File: config.mk
export PLATFORM = sky130hd
export DESIGN_NAME = key_debounce_encoder
export DESIGN_NICKNAME = d
export VERILOG_FILES = /design/src/rtl/vending_pkg.sv /design/src/rtl/key_sync.sv /design/src/rtl/key_debounce_encoder.sv
export SDC_FILE = /design/constraint.sdc
export NUM_CORES = 1
export LEC_CHECK = 0
export ABC_CLOCK_PERIOD_IN_PS = 6140
export CAP_MARGIN = 20
export CORE_UTILIZATION = 65
export CTS_BUF_LIST = sky130_fd_sc_hd__clkbuf_4
export DETAILED_ROUTE_END_ITERATION = 6
export DONT_BUFFER_PORTS = 1
export PLACE_DENSITY = 0.87
export SLEW_MARGIN = 20
export SYNTH_ARGS = -nofsm -noshare
export SYNTH_HDL_FRONTEND = slang
export SYNTH_SLANG_ARGS = --single-unit
File: constraint.sdc
create_clock -name clk -period 6.14 [get_ports clk]
set_clock_uncertainty 0.15 [all_clocks]
set_input_delay 1.228 -clock clk [delete_from_list [all_inputs] [get_ports clk]]
set_output_delay 1.228 -clock clk [all_outputs]
set_load 0.1 [all_outputs]
File: src/rtl/vending_pkg.sv
// vending_pkg: shared FSM state encoding and one-hot helpers for the vending input blocks
package vending_pkg;
  localparam int MAX_KEYS = 32;
  typedef enum logic [1:0] {ST_IDLE, ST_DEBOUNCE, ST_PRESSED, ST_RELEASE} state_t;
  function automatic logic is_onehot(input logic [MAX_KEYS-1:0] v);
    return (v != '0) && ((v & (v - 32'd1)) == '0);
  endfunction
  function automatic logic [7:0] onehot_to_code(input logic [MAX_KEYS-1:0] v);
    logic [7:0] c;
    c = '0;
    for (int i = 0; i < MAX_KEYS; i++) c = v[i] ? c | 8'(i + 1) : c;
    return c;
  endfunction
endpackage

File: src/rtl/key_sync.sv
// key_sync: W-wide two-flop synchroniser with synchronous reset
//   clk, rst : clock, active-high sync reset
//   d_i      : asynchronous input lines
//   q_o      : second-stage synchronised lines
module key_sync #(
  parameter int W = 6
) (
  input  logic         clk,
  input  logic         rst,
  input  logic [W-1:0] d_i,
  output logic [W-1:0] q_o
);
  logic [W-1:0] meta_q, sync_q;
  always_ff @(posedge clk) begin
    if (rst) begin
      meta_q <= '0;
      sync_q <= '0;
    end else begin
      meta_q <= d_i;
      sync_q <= meta_q;
    end
  end
  assign q_o = sync_q;
endmodule

File: src/rtl/key_debounce_encoder.sv
// key_debounce_encoder: synchronise, debounce and encode a single pressed key into one event per press
//   clk, rst  : clock, active-high sync reset
//   key_in    : raw asynchronous key lines
//   key_code  : code of last accepted key (bit i -> i+1)
//   key_valid : one-cycle pulse on acceptance
//   key_held  : high from acceptance until release is accepted
//   key_multi : high while idle with more than one key set
module key_debounce_encoder
  import vending_pkg::*;
#(
  parameter int NUM_KEYS        = 6,
  parameter int CODE_W          = 3,
  parameter int DEBOUNCE_CYCLES = 16,
  parameter int CNT_W           = 5
) (
  input  logic                clk,
  input  logic                rst,
  input  logic [NUM_KEYS-1:0] key_in,
  output logic [CODE_W-1:0]   key_code,
  output logic                key_valid,
  output logic                key_held,
  output logic                key_multi
);
  localparam logic [CNT_W-1:0] CNT_LAST = CNT_W'(DEBOUNCE_CYCLES - 1);
  logic [NUM_KEYS-1:0] s, cand_q, cand_d;
  logic [CNT_W-1:0] cnt_q, cnt_d;
  logic [CODE_W-1:0] code_q, code_d;
  logic valid_q, valid_d, held_q, held_d, multi_q, multi_d;
  state_t state_q, state_d;
  key_sync #(.W(NUM_KEYS)) u_sync (.clk(clk), .rst(rst), .d_i(key_in), .q_o(s));
  always_comb begin
    state_d = state_q;
    cand_d  = cand_q;
    cnt_d   = cnt_q;
    code_d  = code_q;
    valid_d = 1'b0;
    held_d  = held_q;
    multi_d = 1'b0;
    case (state_q)
      ST_IDLE: begin
        if (is_onehot(MAX_KEYS'(s))) begin
          cand_d  = s;
          cnt_d   = '0;
          state_d = ST_DEBOUNCE;
        end else begin
          multi_d = s != '0;
        end
      end
      ST_DEBOUNCE: begin
        if (s != cand_q) begin
          state_d = ST_IDLE;
        end else if (cnt_q == CNT_LAST) begin
          state_d = ST_PRESSED;
          code_d  = CODE_W'(onehot_to_code(MAX_KEYS'(cand_q)));
          valid_d = 1'b1;
          held_d  = 1'b1;
        end else begin
          cnt_d = cnt_q + 1'b1;
        end
      end
      ST_PRESSED: begin
        if (s != cand_q) begin
          cnt_d   = '0;
          state_d = ST_RELEASE;
        end
      end
      default: begin
        // any key during release restarts the all-zero stability window
        if (s != '0) begin
          cnt_d = '0;
        end else if (cnt_q == CNT_LAST) begin
          held_d  = 1'b0;
          state_d = ST_IDLE;
        end else begin
          cnt_d = cnt_q + 1'b1;
        end
      end
    endcase
  end
  always_ff @(posedge clk) begin
    if (rst) begin
      state_q <= ST_IDLE;
      cand_q  <= '0;
      cnt_q   <= '0;
      code_q  <= '0;
      valid_q <= 1'b0;
      held_q  <= 1'b0;
      multi_q <= 1'b0;
    end else begin
      state_q <= state_d;
      cand_q  <= cand_d;
      cnt_q   <= cnt_d;
      code_q  <= code_d;
      valid_q <= valid_d;
      held_q  <= held_d;
      multi_q <= multi_d;
    end
  end
  assign key_code  = code_q;
  assign key_valid = valid_q;
  assign key_held  = held_q;
  assign key_multi = multi_q;
endmodule

Word-level counts from Yosys, hierarchy flattened
Cells that the tools add are included.
- word-level logic and storage cells: 64
- flip-flop bits (word level): 31
- reduce and logical (&&, ||, !) cells: 13
- $add $sub $neg: 2
- eq/ne operators: 10
- bitwise logic cells: 5
- mux-type cells: 25
- operators with widths (kind ; number):
    $and 6x32->32 ; 1
    $logic_not 32->1 ; 1
    $mux 5 ; 5
    $mux 2 ; 8
    $pmux 5 s3 ; 1
    $mux 3 ; 3
    $sub 6x1->7 const B ; 1
    $mux 1 ; 6
    $ne 2x2->1 const B ; 3
    $ne 6x6->1 ; 1
    $pmux 2 s3 ; 1
    $reduce_and 3->1 ; 2
    $reduce_bool 6->1 ; 1
    $reduce_or 3->1 ; 2
    $add 5x1->5 const B ; 1
    $eq 5x4->1 const B ; 1
    $reduce_and 5->1 ; 1
    $ne 4x1->1 const B ; 1
    $not 1->1 ; 4
    $reduce_and 4->1 ; 1
    $reduce_bool 4->1 ; 1
    $ne 3x3->1 const B ; 1
    $eq 2x1->1 const B ; 1
    $eq 2x2->1 const B ; 1
    6 further kinds ; 6

Logic depth before layout (Yosys ltp)
Gate-level depths: netlist of run 1.
- depth after elaboration: 6
- mapped depth: 8

Hierarchy
Synthesis of run 1 repeated with hierarchy kept, for this count alone.
- cell total of the unflattened synthesis: 151
- area, all modules: 1540.2 um^2
- by module, submodules not included (module ; area each (um^2) ; cells each ; instances):
    key_debounce_encoder ; 1173.6 ; 126 ; 1
    key_sync ; 366.6 ; 25 ; 1

Worst setup path after synthesis of run 1
Ideal clock, no wire load.
- path kind: reg-to-output
- start: reg held_q (netlist: key_held)
- end: out key_held
- slack: 3833 ps
- stages on the path, launching flop included: 1
- arrival: 929 ps
- cells stage by stage: dfxtp_1
- RTL lines (element ; RTL line ; RTL):
    from (decl) ; key_debounce_encoder.sv:28 ; logic valid_q, valid_d, held_q, held_d, multi_q, multi_d;
    from (signal assigned) ; key_debounce_encoder.sv:95 ; held_q <= held_d;
    to (decl) ; key_debounce_encoder.sv:21 ; output logic key_held,
No word-level cell between the ends.

Worst setup path after layout of run 1
- start: reg held_q (netlist: key_held)
- end: out key_held
No word-level cell between the ends.

==> reports/summary.txt, run 1 <==
RePlAce Congestion: 0.834
1st-pass router iterations: 4
Max-Cap Viols: 0
Core Area: 0.00204 sq mm
grt ovf: 0
Max Fclk: 374 MHz
PortBufs: 0
IO Pins: 14
detailed-route DRC error count: 0
initial antenna violation count: 0
Clock Latency Late Sink: 0.33 ns
final HPWL from detailed placement: 1730 microns
Post-CTS Setup Inserts: 0
Worst EP arrival: 1.30 ns
Gate power share: 11.9%
diode count: 0
commonest non-fill, non-tap cells in the layout: 31 x dfxtp_1, 16 x nor2_1, 13 x nor2b_1
clock buffer depth: 2
setup slack, reg-to-reg: 3.86 ns
FFs w/ async S/R, synth: 0%
Initial Util: 72.2%
Vias: 1071
die area: 0.00246 sq mm
layout cells sized above 1: 13.1%
CTS root buf: clkbuf_4
min Tclk post-route: 2.68 ns
P&R area growth vs syn: 1.70%
H-tree Lvls: 2
# setup viols final: 0
Die Wd: 49.6 microns
initial DRC count: 21
Peak VDD IR: 0.000200 V
post-synthesis sequential area ratio: 42.1%
Synth Register Bits: 31
Clk pwr share: 35.9%
Hold-fix buffers, CTS: 0
first-pass GRT wire length: 4170 microns
worst hold-check path type: reg -> reg
crit path launch type: flip-flop
type of element capturing the critical path: primary output
synthesized area: 0.00147 sq mm
pin count of the biggest net entering global routing: 32
critical path class: reg -> out
setup TNS: 0 ns
antenna viol nets, final: 0
Slew HR: 35.7%
vias in the first global route: 976
cells after synthesis: 155
commonest non-fill, non-tap cell in the layout: dfxtp_1
RSZ-0062 raised after global routing: false
Worst Path Max Fanout: 3
Net count, final: 161
Avg WL per Cell: 13.6 microns
clock sink total: 31
Pwr Density: 279 mW/mm^2
max-slew violations: 0
row cnt: 16
drt total wl: 2460 microns
fin crit share: 43.6%
mean area per synthesized cell: 9.51 sq um
Reg power frac: 52.2%
Leak: 0.000564 uW
Worst Tran Pin Value: 0.964 ns
switch share: 25.0%
Hold WS: 0.294 ns
Critical Path RT: 4.76 ns
Inserted Clock Buffers: 5
Power Internal: 314 uW
Seq. cell area: 621 sq um
CTS tree: done
GRT Total Usage: 23.0%
status: complete, no violations
CTS resizes: 0
Top FF cell, synth: dfxtp_1
filler cell count: 160
Switch Pwr: 105 uW
Die H: 49.6 microns
post-DR vias/cell: 5.95
clock slew seen by the registers of the worst setup and hold paths: 0.09 ns
Synth warnings: 0
Final Hold Vio Count: 0
Multi-input gate area: 757 sq um
number of flops mapped to enable cells by yosys: 0
Net Count, Synth: 164
Distinct cells, synth: 46
-- power by group through the flow --
stage	Sequential [uW]	Combinational, uW	Clock [uW]
detailed placement	223	49.4	0
finish	219	49.9	150
global route	220	55.5	162
global placement	223	47.5	0
floorplan	218	54.8	0
CTS	218	49.9	154
-- flip-flops by register name, summed over array words and instances, names as in the netlist --
register,cells
key_multi,1
key_held,1
u_sync.meta_q,6
key_code,3
cnt_q,5
state_q,2
key_valid,1
u_sync.q_o,6
cand_q,6
-- synthesized netlist by cell type, types with 2 or more instances --
cell type  count  area (sq um)
dfxtp_1       31           621
buf_2          2          10.0
a211oi_1       3          22.5
o221a_1        2          22.5
mux2i_1        5          50.1
nor4_1         3          18.8
nor3_1         6          30.0
a21oi_1        7          35.0
nor3_4         2          32.5
nor2_1        16          60.1
clkbuf_1       2          7.51
xor2_1         4          35.0
xnor2_1        2          17.5
nor2b_1       13          81.3
o21ai_0        5          25.0
nand3_1        4          20.0
nand2_1       11          41.3
buf_6          6          67.6
o21bai_1       2          15.0
inv_1          3          11.3
-- per-stage QoR --
step	utilization [%]	std cells	setup slack (ns)	power, uW	area (sq um)
floorplan	-	155	3.83	272	1470
global placement	69.7	172	3.82	270	1420
detailed placement	69.7	172	3.81	273	1420
CTS	73.4	180	3.45	422	1500
global route	73.4	180	3.42	437	1500
finish	73.4	180	3.46	419	1500
-- routing by layer --
metal	part of all wire (%)	vias up	routed length [microns]	GRT usage, %
met5	0	-	0	0
met4	1.8	0	43	11.0
met3	4.5	6	110	7.72
met2	50	31	1220	38.7
met1	44	489	1080	25.8
li1	-	545	-	-
-- cell families after synthesis --
group / after synthesis / share of synthesized area [%]
DFF: 31 / 42.1
adders and majority gates: 1 / 0.849
and+or+nand+nor: 65 / 25.0
xor gates and xnor gates: 7 / 4.67
buffers and inverters: 13 / 6.54
muxes: 7 / 5.09
AOI/OAI and AO/OA: 31 / 15.8
-- cell type report --
class                           count  area share, %
Multi-Input combinational cell    111           50.5
Sequential cell                    31           41.4
Clock inverter                      3           2.59
Clock buffer                        5           2.50
Tap cell                           27           2.25
Inverter                            3          0.751
-- worst paths after layout --
| kind | from | to | cells past startpoint |
|---|---|---|---|
| worst min register to register | u_sync.meta_q[4]$_SDFF_PP0_ | u_sync.q_o[4]$_SDFF_PP0_ | 1 |
| worst max register to register | u_sync.q_o[4]$_SDFF_PP0_ | cnt_q[2]$_SDFFE_PP0P_ | 5 |
| worst max-delay path | key_held$_SDFFE_PP0P_ | key_held | 0 |
| worst min-delay path | u_sync.meta_q[4]$_SDFF_PP0_ | u_sync.q_o[4]$_SDFF_PP0_ | 1 |
Power figures use the tool's default switching activity.
==> run 2: changes to the inputs <==
- ABC_CLOCK_PERIOD_IN_PS: 6140 -> 2550
- clock period: 6.14 -> 2.55 ns (I/O delays scaled with it)
==> run 2 against run 1 <==
Power is 120% higher; sequential power rose by 140%; worst setup slack lost 3.2 ns; critical path depth increased by 6; clock power increased by 79%; sequential cell count stayed put; register-to-register slack worse by 3.6 ns.
==> reports/summary.txt, run 2 (synthesized netlist as in run 1, its figures left out) <==
detailed-route DRC error count: 0
Worst EP arrival: 2.32 ns
final HPWL from detailed placement: 1920 microns
area post-placement: 0.00147 sq mm
PortBufs: 0
die area: 0.00246 sq mm
Pwr Density: 605 mW/mm^2
Max-Cap Viols: 0
worst hold-check path type: in -> reg
Vias: 1135
CTS tree: done
H-tree Lvls: 2
Core Area: 0.00204 sq mm
clock sink total: 31
pin count of the biggest net entering global routing: 32
layout cells sized above 1: 15.7%
Max Fclk: 445 MHz
row cnt: 16
Clock Latency Late Sink: 0.33 ns
clock buffer depth: 2
RSZ-0062 raised after global routing: false
type of element capturing the critical path: flip-flop
drt total wl: 2730 microns
Worst Tran Pin Value: 0.484 ns
# setup viols final: 0
Net count, final: 167
CTS resizes: 0
Post-CTS Setup Inserts: 0
crit path launch type: flip-flop
clock slew seen by the registers of the worst setup and hold paths: 0.09 ns
1st-pass router iterations: 4
setup TNS: 0 ns
Final Instance Area: 0.00152 sq mm
CTS root buf: clkbuf_4
first-pass GRT wire length: 4680 microns
Peak VDD IR: 0.000508 V
vias in the first global route: 1097
commonest non-fill, non-tap cell in the layout: dfxtp_1
fin worst setup slack: 0.302 ns
Die Wd: 49.6 microns
grt ovf: 0
RePlAce Congestion: 0.842
antenna viol nets, final: 0
status: complete, no violations
initial DRC count: 39
pre-CTS WS: 0.332 ns
Die H: 49.6 microns
min Tclk post-route: 2.25 ns
Initial Util: 72.2%
critical path class: reg -> reg
Avg WL per Cell: 14.7 microns
IO Pins: 14
Slew HR: 67.5%
max-slew violations: 0
Hold-fix buffers, CTS: 0
Inserted Clock Buffers: 5
Final Hold Vio Count: 0
post-DR vias/cell: 6.10
commonest non-fill, non-tap cells in the layout: 31 x dfxtp_1, 16 x nor2_1, 13 x nor2b_1
Leak: 0.000585 uW
Worst Path Max Fanout: 9
initial antenna violation count: 0
Critical Path RT: 2.62 ns
diode count: 0
fin crit share: 88.2%
GRT Total Usage: 25.6%
P&R area growth vs syn: 3.14%
==> run 2: cell count changes in the layout (fill, tap and decap cells not counted), sizes merged <==
cell	previous run	this run
buf	0	6
bufinv	1	0
clkbuf	5	6
==> run 2: area by class of cell <==
class | count | area, sq um
clock inverters | 2 | 7.51
inverters | 3 | 11.3
clock buffers | 6 | 45.0
well taps | 27 | 33.8
multi-input cells | 111 | 757
flip-flops and latches | 31 | 621
fillers | 166 | 522
repair buffers | 6 | 45.0
==> run 2: final timing paths <==
check                                                  from                        to  slack (ns)  cells past startpoint
worst max-delay path               u_sync.q_o[0]$_SDFF_PP0_     cnt_q[1]$_SDFFE_PP0P_        0.30                      6
worst min-delay path                                    rst     cnt_q[3]$_SDFFE_PP0P_        0.09                      1
worst max register to register     u_sync.q_o[0]$_SDFF_PP0_     cnt_q[1]$_SDFFE_PP0P_        0.30                      6
worst min register to register  u_sync.meta_q[4]$_SDFF_PP0_  u_sync.q_o[4]$_SDFF_PP0_        0.28                      1
==> run 2: per-stage QoR <==
step / power, uW / std cells / hold slack (ns) / util, %
2_1_floorplan: 656 / 155 / 0.264 / -
3_3_place_gp: 652 / 178 / 0.267 / 71.9
3_5_place_dp: 661 / 178 / 0.274 / 71.9
4_1_cts: 922 / 186 / 0.0798 / 74.4
5_1_grt: 957 / 186 / 0.0682 / 74.4
6_report: 920 / 186 / 0.0891 / 74.4
==> run 2: power by group <==
group          total (uW)  internal (uW)  switching [uW]
Clock                 268            112             156
Sequential            523            500            22.6
Combinational         129           54.5            75.0
==> run 2: routing by layer <==
metal,track usage (%),vias to the layer above,wire (microns)
met4,14.8,0,61
met1,29.2,513,1140
met5,0,-,0
met2,42.8,58,1350
li1,-,555,-
met3,6.79,9,184
==> run 2: worst max-delay path, cell delays in order, from the launching register on <==
cell	delay [ns]
dfxtp_1	0.56
xor2_2	0.12
nor4_2	0.31
nand3_2	0.25
mux2i_2	0.34
nand2_2	0.14
a32o_1	0.27
